[src/rtl/icache_dm_if.sv]
// Fetch-side and instruction-memory-side signals of the direct-mapped I-cache.
// slave is the cache's view; master is the datapath/memory-controller view.
interface icache_dm_if;
  logic        imemREN;
  logic [31:0] imemaddr;
  logic        ihit;
  logic [31:0] imemload;
  logic        flush;
  logic        iREN;
  logic [31:0] iaddr;
  logic        iwait;
  logic [31:0] iload;

  modport slave (
    input  imemREN, imemaddr, flush, iwait, iload,
    output ihit, imemload, iREN, iaddr
  );

  modport master (
    output imemREN, imemaddr, flush, iwait, iload,
    input  ihit, imemload, iREN, iaddr
  );
endinterface

[src/rtl/icache_dm.sv]
// Direct-mapped, one-word-line instruction cache with a blocking fill.
// Define ICACHE_STATS_EN to add saturating hit_count/miss_count outputs.
module icache_dm #(
  parameter int SETS = 16
) (
  input  logic        CLK,
  input  logic        RST,
  icache_dm_if.slave  cif
`ifdef ICACHE_STATS_EN
  ,
  output logic [31:0] hit_count,
  output logic [31:0] miss_count
`endif
);

  localparam int IDX_W = $clog2(SETS);
  localparam int TAG_W = 32 - IDX_W - 2;

  typedef enum logic {IDLE, FILL} state_t;

  state_t            state, next_state;
  logic [SETS-1:0]   valid;
  logic [TAG_W-1:0]  tags [SETS];
  logic [31:0]       data [SETS];
  logic [31:0]       miss_addr;

  logic [IDX_W-1:0]  addr_idx, miss_idx;
  logic [TAG_W-1:0]  addr_tag, miss_tag;
  logic              tag_match;
  logic              latch_miss, fill_done;
  logic              unused_offset;

  assign addr_idx      = cif.imemaddr[IDX_W+1:2];
  assign addr_tag      = cif.imemaddr[31:IDX_W+2];
  assign miss_idx      = miss_addr[IDX_W+1:2];
  assign miss_tag      = miss_addr[31:IDX_W+2];
  assign tag_match     = valid[addr_idx] && (tags[addr_idx] == addr_tag);
  assign unused_offset = ^cif.imemaddr[1:0];

  // Outputs are held at zero while RST is high so nothing leaks during reset.
  always_comb begin
    next_state   = state;
    cif.ihit     = 1'b0;
    cif.imemload = '0;
    cif.iREN     = 1'b0;
    cif.iaddr    = '0;
    latch_miss   = 1'b0;
    fill_done    = 1'b0;
    if (!RST) begin
      case (state)
        IDLE: begin
          if (cif.imemREN && !cif.flush) begin
            if (tag_match) begin
              cif.ihit     = 1'b1;
              cif.imemload = data[addr_idx];
            end else begin
              latch_miss = 1'b1;
              next_state = FILL;
            end
          end
        end
        FILL: begin
          cif.iREN  = 1'b1;
          cif.iaddr = miss_addr;
          if (cif.flush) begin
            next_state = IDLE;
          end else if (!cif.iwait) begin
            fill_done  = 1'b1;
            next_state = IDLE;
          end
        end
        default: next_state = IDLE;
      endcase
    end
  end

  always_ff @(posedge CLK) begin
    if (RST) begin
      state     <= IDLE;
      valid     <= '0;
      miss_addr <= '0;
    end else begin
      state <= next_state;
      if (latch_miss)
        miss_addr <= {cif.imemaddr[31:2], 2'b00};
      if (cif.flush)
        valid <= '0;
      else if (fill_done)
        valid[miss_idx] <= 1'b1;
    end
  end

  // Tag/data storage needs no reset; valid alone qualifies it.
  always_ff @(posedge CLK) begin
    if (fill_done) begin
      tags[miss_idx] <= miss_tag;
      data[miss_idx] <= cif.iload;
    end
  end

`ifdef ICACHE_STATS_EN
  always_ff @(posedge CLK) begin
    if (RST) begin
      hit_count  <= '0;
      miss_count <= '0;
    end else begin
      if (cif.ihit && hit_count != 32'hFFFF_FFFF)
        hit_count <= hit_count + 32'd1;
      if (latch_miss && miss_count != 32'hFFFF_FFFF)
        miss_count <= miss_count + 32'd1;
    end
  end
`endif

endmodule

[src/flat_wrapper.sv]
// flat-port wrapper written by rule: the top's interface ports become plain ports
module icache_dm_flat 
#(
  parameter int SETS = 16
)
  (CLK, RST, cif_imemREN, cif_imemaddr, cif_flush, cif_iwait, cif_iload, cif_ihit, cif_imemload, cif_iREN, cif_iaddr);
  icache_dm_if cif_i ();
  input  logic CLK;
  input  logic RST;
  input wire logic [$bits(cif_i.imemREN)-1:0] cif_imemREN;
  input wire logic [$bits(cif_i.imemaddr)-1:0] cif_imemaddr;
  input wire logic [$bits(cif_i.flush)-1:0] cif_flush;
  input wire logic [$bits(cif_i.iwait)-1:0] cif_iwait;
  input wire logic [$bits(cif_i.iload)-1:0] cif_iload;
  output wire logic [$bits(cif_i.ihit)-1:0] cif_ihit;
  output wire logic [$bits(cif_i.imemload)-1:0] cif_imemload;
  output wire logic [$bits(cif_i.iREN)-1:0] cif_iREN;
  output wire logic [$bits(cif_i.iaddr)-1:0] cif_iaddr;
  assign cif_i.imemREN = cif_imemREN;
  assign cif_i.imemaddr = cif_imemaddr;
  assign cif_i.flush = cif_flush;
  assign cif_i.iwait = cif_iwait;
  assign cif_i.iload = cif_iload;
  assign cif_ihit = cif_i.ihit;
  assign cif_imemload = cif_i.imemload;
  assign cif_iREN = cif_i.iREN;
  assign cif_iaddr = cif_i.iaddr;
  icache_dm #(.SETS(SETS)) u_core (.CLK(CLK), .RST(RST), .cif(cif_i));
endmodule
[config.mk]
export PLATFORM = sky130hd
export DESIGN_NAME = icache_dm_flat
export DESIGN_NICKNAME = d
export VERILOG_FILES = /design/src/rtl/icache_dm_if.sv /design/src/rtl/icache_dm.sv /design/src/flat_wrapper.sv
export SDC_FILE = /design/constraint.sdc
export NUM_CORES = 1
export LEC_CHECK = 0
export CORE_MARGIN = 4
export CORE_UTILIZATION = 25
export DETAILED_ROUTE_END_ITERATION = 8
export DONT_BUFFER_PORTS = 1
export GPL_TIMING_DRIVEN = 0
export PLACE_DENSITY = 0.49
export SLEW_MARGIN = 40
export SYNTH_ARGS = -nofsm -noshare
export SYNTH_HDL_FRONTEND = slang
export SYNTH_SLANG_ARGS = --single-unit
[constraint.sdc]
create_clock -name CLK -period 15.5 [get_ports CLK]
set_input_delay 1.55 -clock CLK [delete_from_list [all_inputs] [get_ports CLK]]
set_output_delay 1.55 -clock CLK [all_outputs]
set_load 0.01 [all_outputs]
==> flow_summary.json <==
{
  "status": "completed",
  "max_stage_delay_ns": 0.66,
  "hold_violations": 0,
  "clk_pin_slew_worst_paths_ns": 0.06,
  "cts.repair.resized": 0,
  "synth_cells": 1861,
  "cts_sinks": 975,
  "grt_max_degree": 19,
  "grt_usage_pct": 13.9,
  "final_nets": 2163,
  "dpl_cell_area_mm2": 0.0436,
  "fin_cells": 4222,
  "end_kind": "output port",
  "final.setup_skew_ns": 0.0329,
  "min_to": "u_core.valid[13]",
  "max_slew_margin_pct": 44.8,
  "worstSetupPathType": "in2out",
  "vias_per_cell": 4.70,
  "crit_chain": "buf_2 -> buf_2 -> buf_1 -> clkbuf_1 -> nand2_1 -> a21oi_1 -> a31oi_1 -> nor4_1 -> and4b_1 -> nand4_4 -> buf_6 -> nor2b_1",
  "max_slew.worst_pin.slew_ns": 0.829,
  "place_congestion": 0.824,
  "grt_pass1_vias": 20417,
  "r2r_slack_ns": 12.00,
  "p_per_area_mw_per_mm2": 115,
  "drv_slew": 0,
  "synth_ff_type": "edfxtp_1",
  "final_area_mm2": 0.0465,
  "first_pass_iters": 5,
  "max_freq_mhz": 128,
  "required_ns": 13.95,
  "seq_area_frac_synth_pct": 74.2,
  "crit_top_cell": "buf_2",
  "power.leakage_nw": 14.3,
  "rows": 144,
  "fillers": 14945,
  "grt_pass1_wl_um": 160000,
  "rsz0062_at_grt": "false",
  "final_common_cell": "edfxtp_1",
  "drc": 0,
  "place.port_buffers": 0,
  "cts_setup_buffers": 0,
  "clock_latency_ns": 0.69,
  "hold_buffers": 0,
  "peakVddDrop_mv": 0.0845,
  "drive_gt1_share_pct": 30.0,
  "maxCapViolations": 0,
  "holdPathStages": 1,
  "period_needed_ns": 7.79,
  "layout_common_cells": "edfxtp_1, mux4_2, clkbuf_16, nor2b_1",
  "hold_class": "reg2reg",
  "synth.distinct_cells": 60,
  "utilization_pct": 30.2,
  "cts_root_buf": "clkbuf_16",
  "die_w_um": 402,
  "antenna_found_initial": 8,
  "synth-async-reset-ratio_pct": 0,
  "reg2regPathDepth": 8,
  "worstPathArrival_ns": 6.24,
  "area_growth_pct": 19.9,
  "drtAntennaViolNets": 0,
  "synth_top_area_share_pct": 71.8,
  "synthTopCellsByArea": "edfxtp_1, mux4_2, dfxtp_1",
  "clk_path_buf_depth": 3,
  "startpoint_type": "input port",
  "hold_path.startpoint": "u_core.valid[13]",
  "coreArea_mm2": 0.154,
  "setup_tns_ns": 0,
  "dp.cells": 4043,
  "cp_num_buf_inv": 5,
  "grt_overflow": 0,
  "cts_tree": "built",
  "drtIter0Drc": 1891,
  "crit_fanout": 10,
  "die_area_mm2": 0.162,
  "crit_family": "buffers and inverters",
  "yosys.area.top_type": "edfxtp_1",
  "r2r_start": "u_core.state",
  "pre_cts_ws_ns": 7.69,
  "die_y_um": 402,
  "num_io_pins": 135,
  "yosys_warnings": 0,
  "ys_ff_latch": 975,
  "h-tree-depth": 3,
  "cp_slowest_cell": "buf_1",
  "postSynthAreaPerCell_um2": 20.9,
  "via_count": 19847,
  "post-route-period-util_pct": 50.3,
  "syn_area_mm2": 0.0388,
  "r2r_end": "u_core.tags[3][13]",
  "wire_per_inst_um": 27.2,
  "setup_slack_ns": 7.71,
  "setup_viol": 0,
  "synth_edf_count": 928,
  "numCtsBuffers": 93,
  "startpoint": "cif_imemaddr[5]",
  "start_util_pct": 25.2,
  "wirelength_um": 115000,
  "place_hpwl_um": 80200
}
## flip-flops by register name, indices dropped and copies added (netlist names)
signal            count
u_core.data         512
u_core.valid         16
u_core.miss_addr     30
u_core.tags         416
u_core.state          1
## cell type report
type	count	area, um2	area share (%)
sequential	975	28800	61.9
multi-input combinational	773	9560	20.5
tap	2044	2560	5.49
clock buffer	121	2450	5.27
timing repair buffer	137	2110	4.53
buffer	109	566	1.22
clock inverter	49	452	0.970
antenna	9	22.5	0.0484
inverter	5	18.8	0.0403
## worst reg2reg max path, stage by stage (launching register included)
cell,delay [ns]
dfxtp_1,0.34
nor2b_1,0.39
and2_1,0.55
nand3_1,0.48
nor3_2,0.54
buf_2,0.29
buf_2,0.17
buf_2,0.22
buf_4,0.21
## cells in the mapped netlist, drive strengths merged, types with 3 or more instances
cell	number
nor4	5
nor3b	27
buf	61
a22o	3
a221oi	5
and3	3
o21a	16
xor2	17
nand4	6
nor2	23
inv	5
xnor2	12
mux4	258
nand2	49
a22oi	38
edfxtp	928
and4	3
nor2b	76
o21ai	7
clkbuf	48
nand3	63
or3	4
nand2b	8
dfxtp	47
mux2i	63
a2111oi	4
and2	38
a21oi	4
nor3	15
## metal layers
| metal | track usage [%] | share of wire, % | up-vias |
|---|---|---|---|
| met2 | 22.3 | 47 | 766 |
| met4 | 2.71 | 1.8 | 2 |
| met3 | 4.61 | 8.9 | 145 |
| li1 | - | - | 8211 |
| met5 | 0 | 0.017 | - |
| met1 | 18.6 | 42 | 10723 |
## power by group
group	internal (mW)	switching [mW]	leakage (nW)	total [mW]
Combinational	0.101	0.128	4.42	0.229
Clock	1.22	0.987	1.41	2.21
Sequential	2.89	0.0214	8.48	2.91
## how the worst max path moves through the flow
stage                               endpoint  slack, ns  cells after the start
final                       cif_imemload[27]       7.71                     12
after detailed placement    cif_imemload[22]       7.69                     12
after global placement    u_core.data[3][15]       0.90                      5
after global routing        cif_imemload[27]       7.53                     12
after floorplan            u_core.data[3][0]       8.65                      5
after CTS                   cif_imemload[22]       7.68                     12
## stage by stage
| step | total power, mW | hold slack (ns) |
|---|---|---|
| global route | 5.53 | 0.485 |
| detailed placement | 3.20 | 0.447 |
| finish | 5.35 | 0.467 |
| CTS | 5.40 | 0.462 |
| floorplan | 3.12 | 0.435 |
| global placement | 3.19 | 0.442 |
## cell families after synthesis
group | synth area share (%)
buffers and inverters | 1.44
flip-flops | 74.2
XOR/XNOR | 0.654
other | 0.00966
AND/OR/NAND/NOR | 4.72
multiplexers | 16.7
AO/OA/AOI/OAI | 2.29
(Power assumes the default switching activity.)
==> RTL edit: new RTL, same flow settings <==
`SETS` is set to 16 in 2 places; all go to 32.
--- a/src/rtl/icache_dm.sv
+++ b/src/rtl/icache_dm.sv
@@ -3,3 +3,3 @@
 module icache_dm #(
-  parameter int SETS = 16
+  parameter int SETS = 32
 ) (
--- a/src/flat_wrapper.sv
+++ b/src/flat_wrapper.sv
@@ -3,3 +3,3 @@
 #(
-  parameter int SETS = 16
+  parameter int SETS = 32
 )
Function: not settled (the Yosys comparison gave no result); the edit may change what the design does.
==> RTL edit against the original RTL <==
Maximum frequency is 10% lower; sequential share of layout area is 1.5 points higher; critical path depth is 1 higher; sequential cell count is 912 higher; routed wire length is 99% higher; final area is 90% higher; synthesized area is 88% higher; setup slack worse by 0.87 ns; synthesized cell count is 76% higher; hold slack worse by 0.0017 ns; non-clock buffer count is 140 higher; count of clock-buffer cells in the layout is 111 higher; power is 95% higher.
==> RTL edit: results (changes against the original RTL) <==
[global_routing]
use_met1_pct = 20.2  ; was 18.6%
grt_pass1_vias = 37000  ; was 20,400
grt_pass1_wl_um = 313000  ; was 160,000 um
grt_max_degree = 35  ; was 19
use_met2_pct = 24.6  ; was 22.3%
antenna_found_initial = 10  ; was 8

[timing]
fin_worst_skew_ns = 0.0301  ; was 0.0329 ns
worst_pin_slew_ns = 0.893  ; was 0.829 ns

[critical_path]
r2r_start = u_core.tags[5][2]$_DFFE_PP_  ; was u_core.state$_SDFF_PP0_
worstPathArrival_ns = 7.11  ; was 6.24 ns
max_stage_delay_ns = 0.79  ; was 0.66 ns
reg2reg_depth = 10  ; was 8
reg2reg_setup_slack_ns = 11.68  ; was 12.00 ns
crit_path_top_delay_cell = nand3_1  ; was buf_1
timing.rr.end = u_core.miss_addr[24]$_SDFFE_PP0P_  ; was u_core.tags[3][13]$_DFFE_PP_
crit_start = cif_imemaddr[2]  ; was cif_imemaddr[5]

[synth]
synth.distinct_cells = 57  ; was 60
ys_top_cells_by_count = edfxtp_1 (1,824), mux4_2 (410), mux2i_1 (267)  ; was edfxtp_1 (928), mux4_2 (258), nor2b_1 (76)
synth-edff-count = 1824  ; was 928
synth_area_leaders = edfxtp_1 (75%), mux4_2 (13%), mux2i_1 (3.7%)  ; was edfxtp_1 (72%), mux4_2 (15%), dfxtp_1 (2.4%)
netlist_instances = 3282  ; was 1,861

[placed_design]
hpwl_um = 158000  ; was 80,200 um
routabilityCongestion = 0.759  ; was 0.824
dp_cells = 7388  ; was 4,043

[cts]
insertion_delay_ns = 0.83  ; was 0.69 ns
cts_max_level = 4  ; was 3
clk_root_buffer_cell = clkbuf_16  ; unchanged
cts_made_buffers = 186  ; was 93

[detailed_routing]
wl_um = 229000  ; was 115,000 um
drtIter0Drc = 4470  ; was 1,891
vias_per_cell = 4.66  ; was 4.70

[status]
status = finished, final reports clean  ; unchanged

[finish]
finalNetCount = 3747  ; was 2,163
fill_cells = 28100  ; was 14,900
drive_above_1_share_pct = 29.8  ; was 30.0%
reg_top3 = u_core.data x1024, u_core.tags x800, u_core.valid x32  ; was u_core.data x512, u_core.tags x416, u_core.miss_addr x30

[hold_path]
holdPathEnd = u_core.valid[6]$_SDFFE_PP0P_  ; was u_core.valid[13]$_SDFFE_PP0P_
hold_start = u_core.valid[6]$_SDFFE_PP0P_  ; was u_core.valid[13]$_SDFFE_PP0P_

[pwr]
leakage_nw = 27.4  ; was 14.3 nW
vdd_drop_max_uv = 97.9  ; was 84.5 uV

RTL edit: final cells by class:
type                    instances  area [um^2]  area share [%]
diodes                          4         10.0          0.0113
repair buffers                207         4540            5.13
flip-flops and latches       1887        56100            63.4
multi-input cells            1216        16100            18.3
inverters                       1         3.75         0.00424
clock inverters                89          741           0.837
clock buffers                 232         4900            5.54
plain buffers                 179         1170            1.32
well taps                    3900         4880            5.52
RTL edit: per-layer routing:
layer / part of all wire, % / vias to the layer above
met4: 2.3 / 0
met1: 43 / 19700
met2: 48 / 1264
met5: 0 / -
met3: 6.8 / 287
li1: - / 14600
RTL edit: per-stage QoR:
| step | hold WS [ns] | cell area (um^2) | setup WS, ns | power, mW |
|---|---|---|---|---|
| after floorplan | 0.435 | 73000 | 9.84 | 6.00 |
| after global placement | 0.441 | 77900 | 4.30 | 6.17 |
| after detailed placement | 0.452 | 82800 | 6.85 | 6.18 |
| after CTS | 0.467 | 88400 | 6.84 | 10.5 |
| after global routing | 0.483 | 88400 | 6.85 | 10.7 |
| final | 0.466 | 88500 | 6.84 | 10.4 |
RTL edit: kinds of logic after synthesis:
kind of cell	after synthesis	share of synthesized area [%]
compound gates	226	2.22
xor+xnor	25	0.300
buf+inv	180	1.54
flops	1887	76.7
mux	728	17.4
other cells	1	0.00513
simple gates	235	1.80
RTL edit: where the power goes:
group          internal (mW)  switching, mW
Clock                   2.45           1.92
Combinational          0.184          0.246
Sequential              5.59         0.0359
RTL edit: critical path: cells and delay by family:
kind | cells | cell delay, ns
and+or+nand+nor | 6 | 2.98
buffers and inverters | 4 | 1.54
AOI/OAI and AO/OA | 2 | 0.50
xor gates and xnor gates | 1 | 0.48
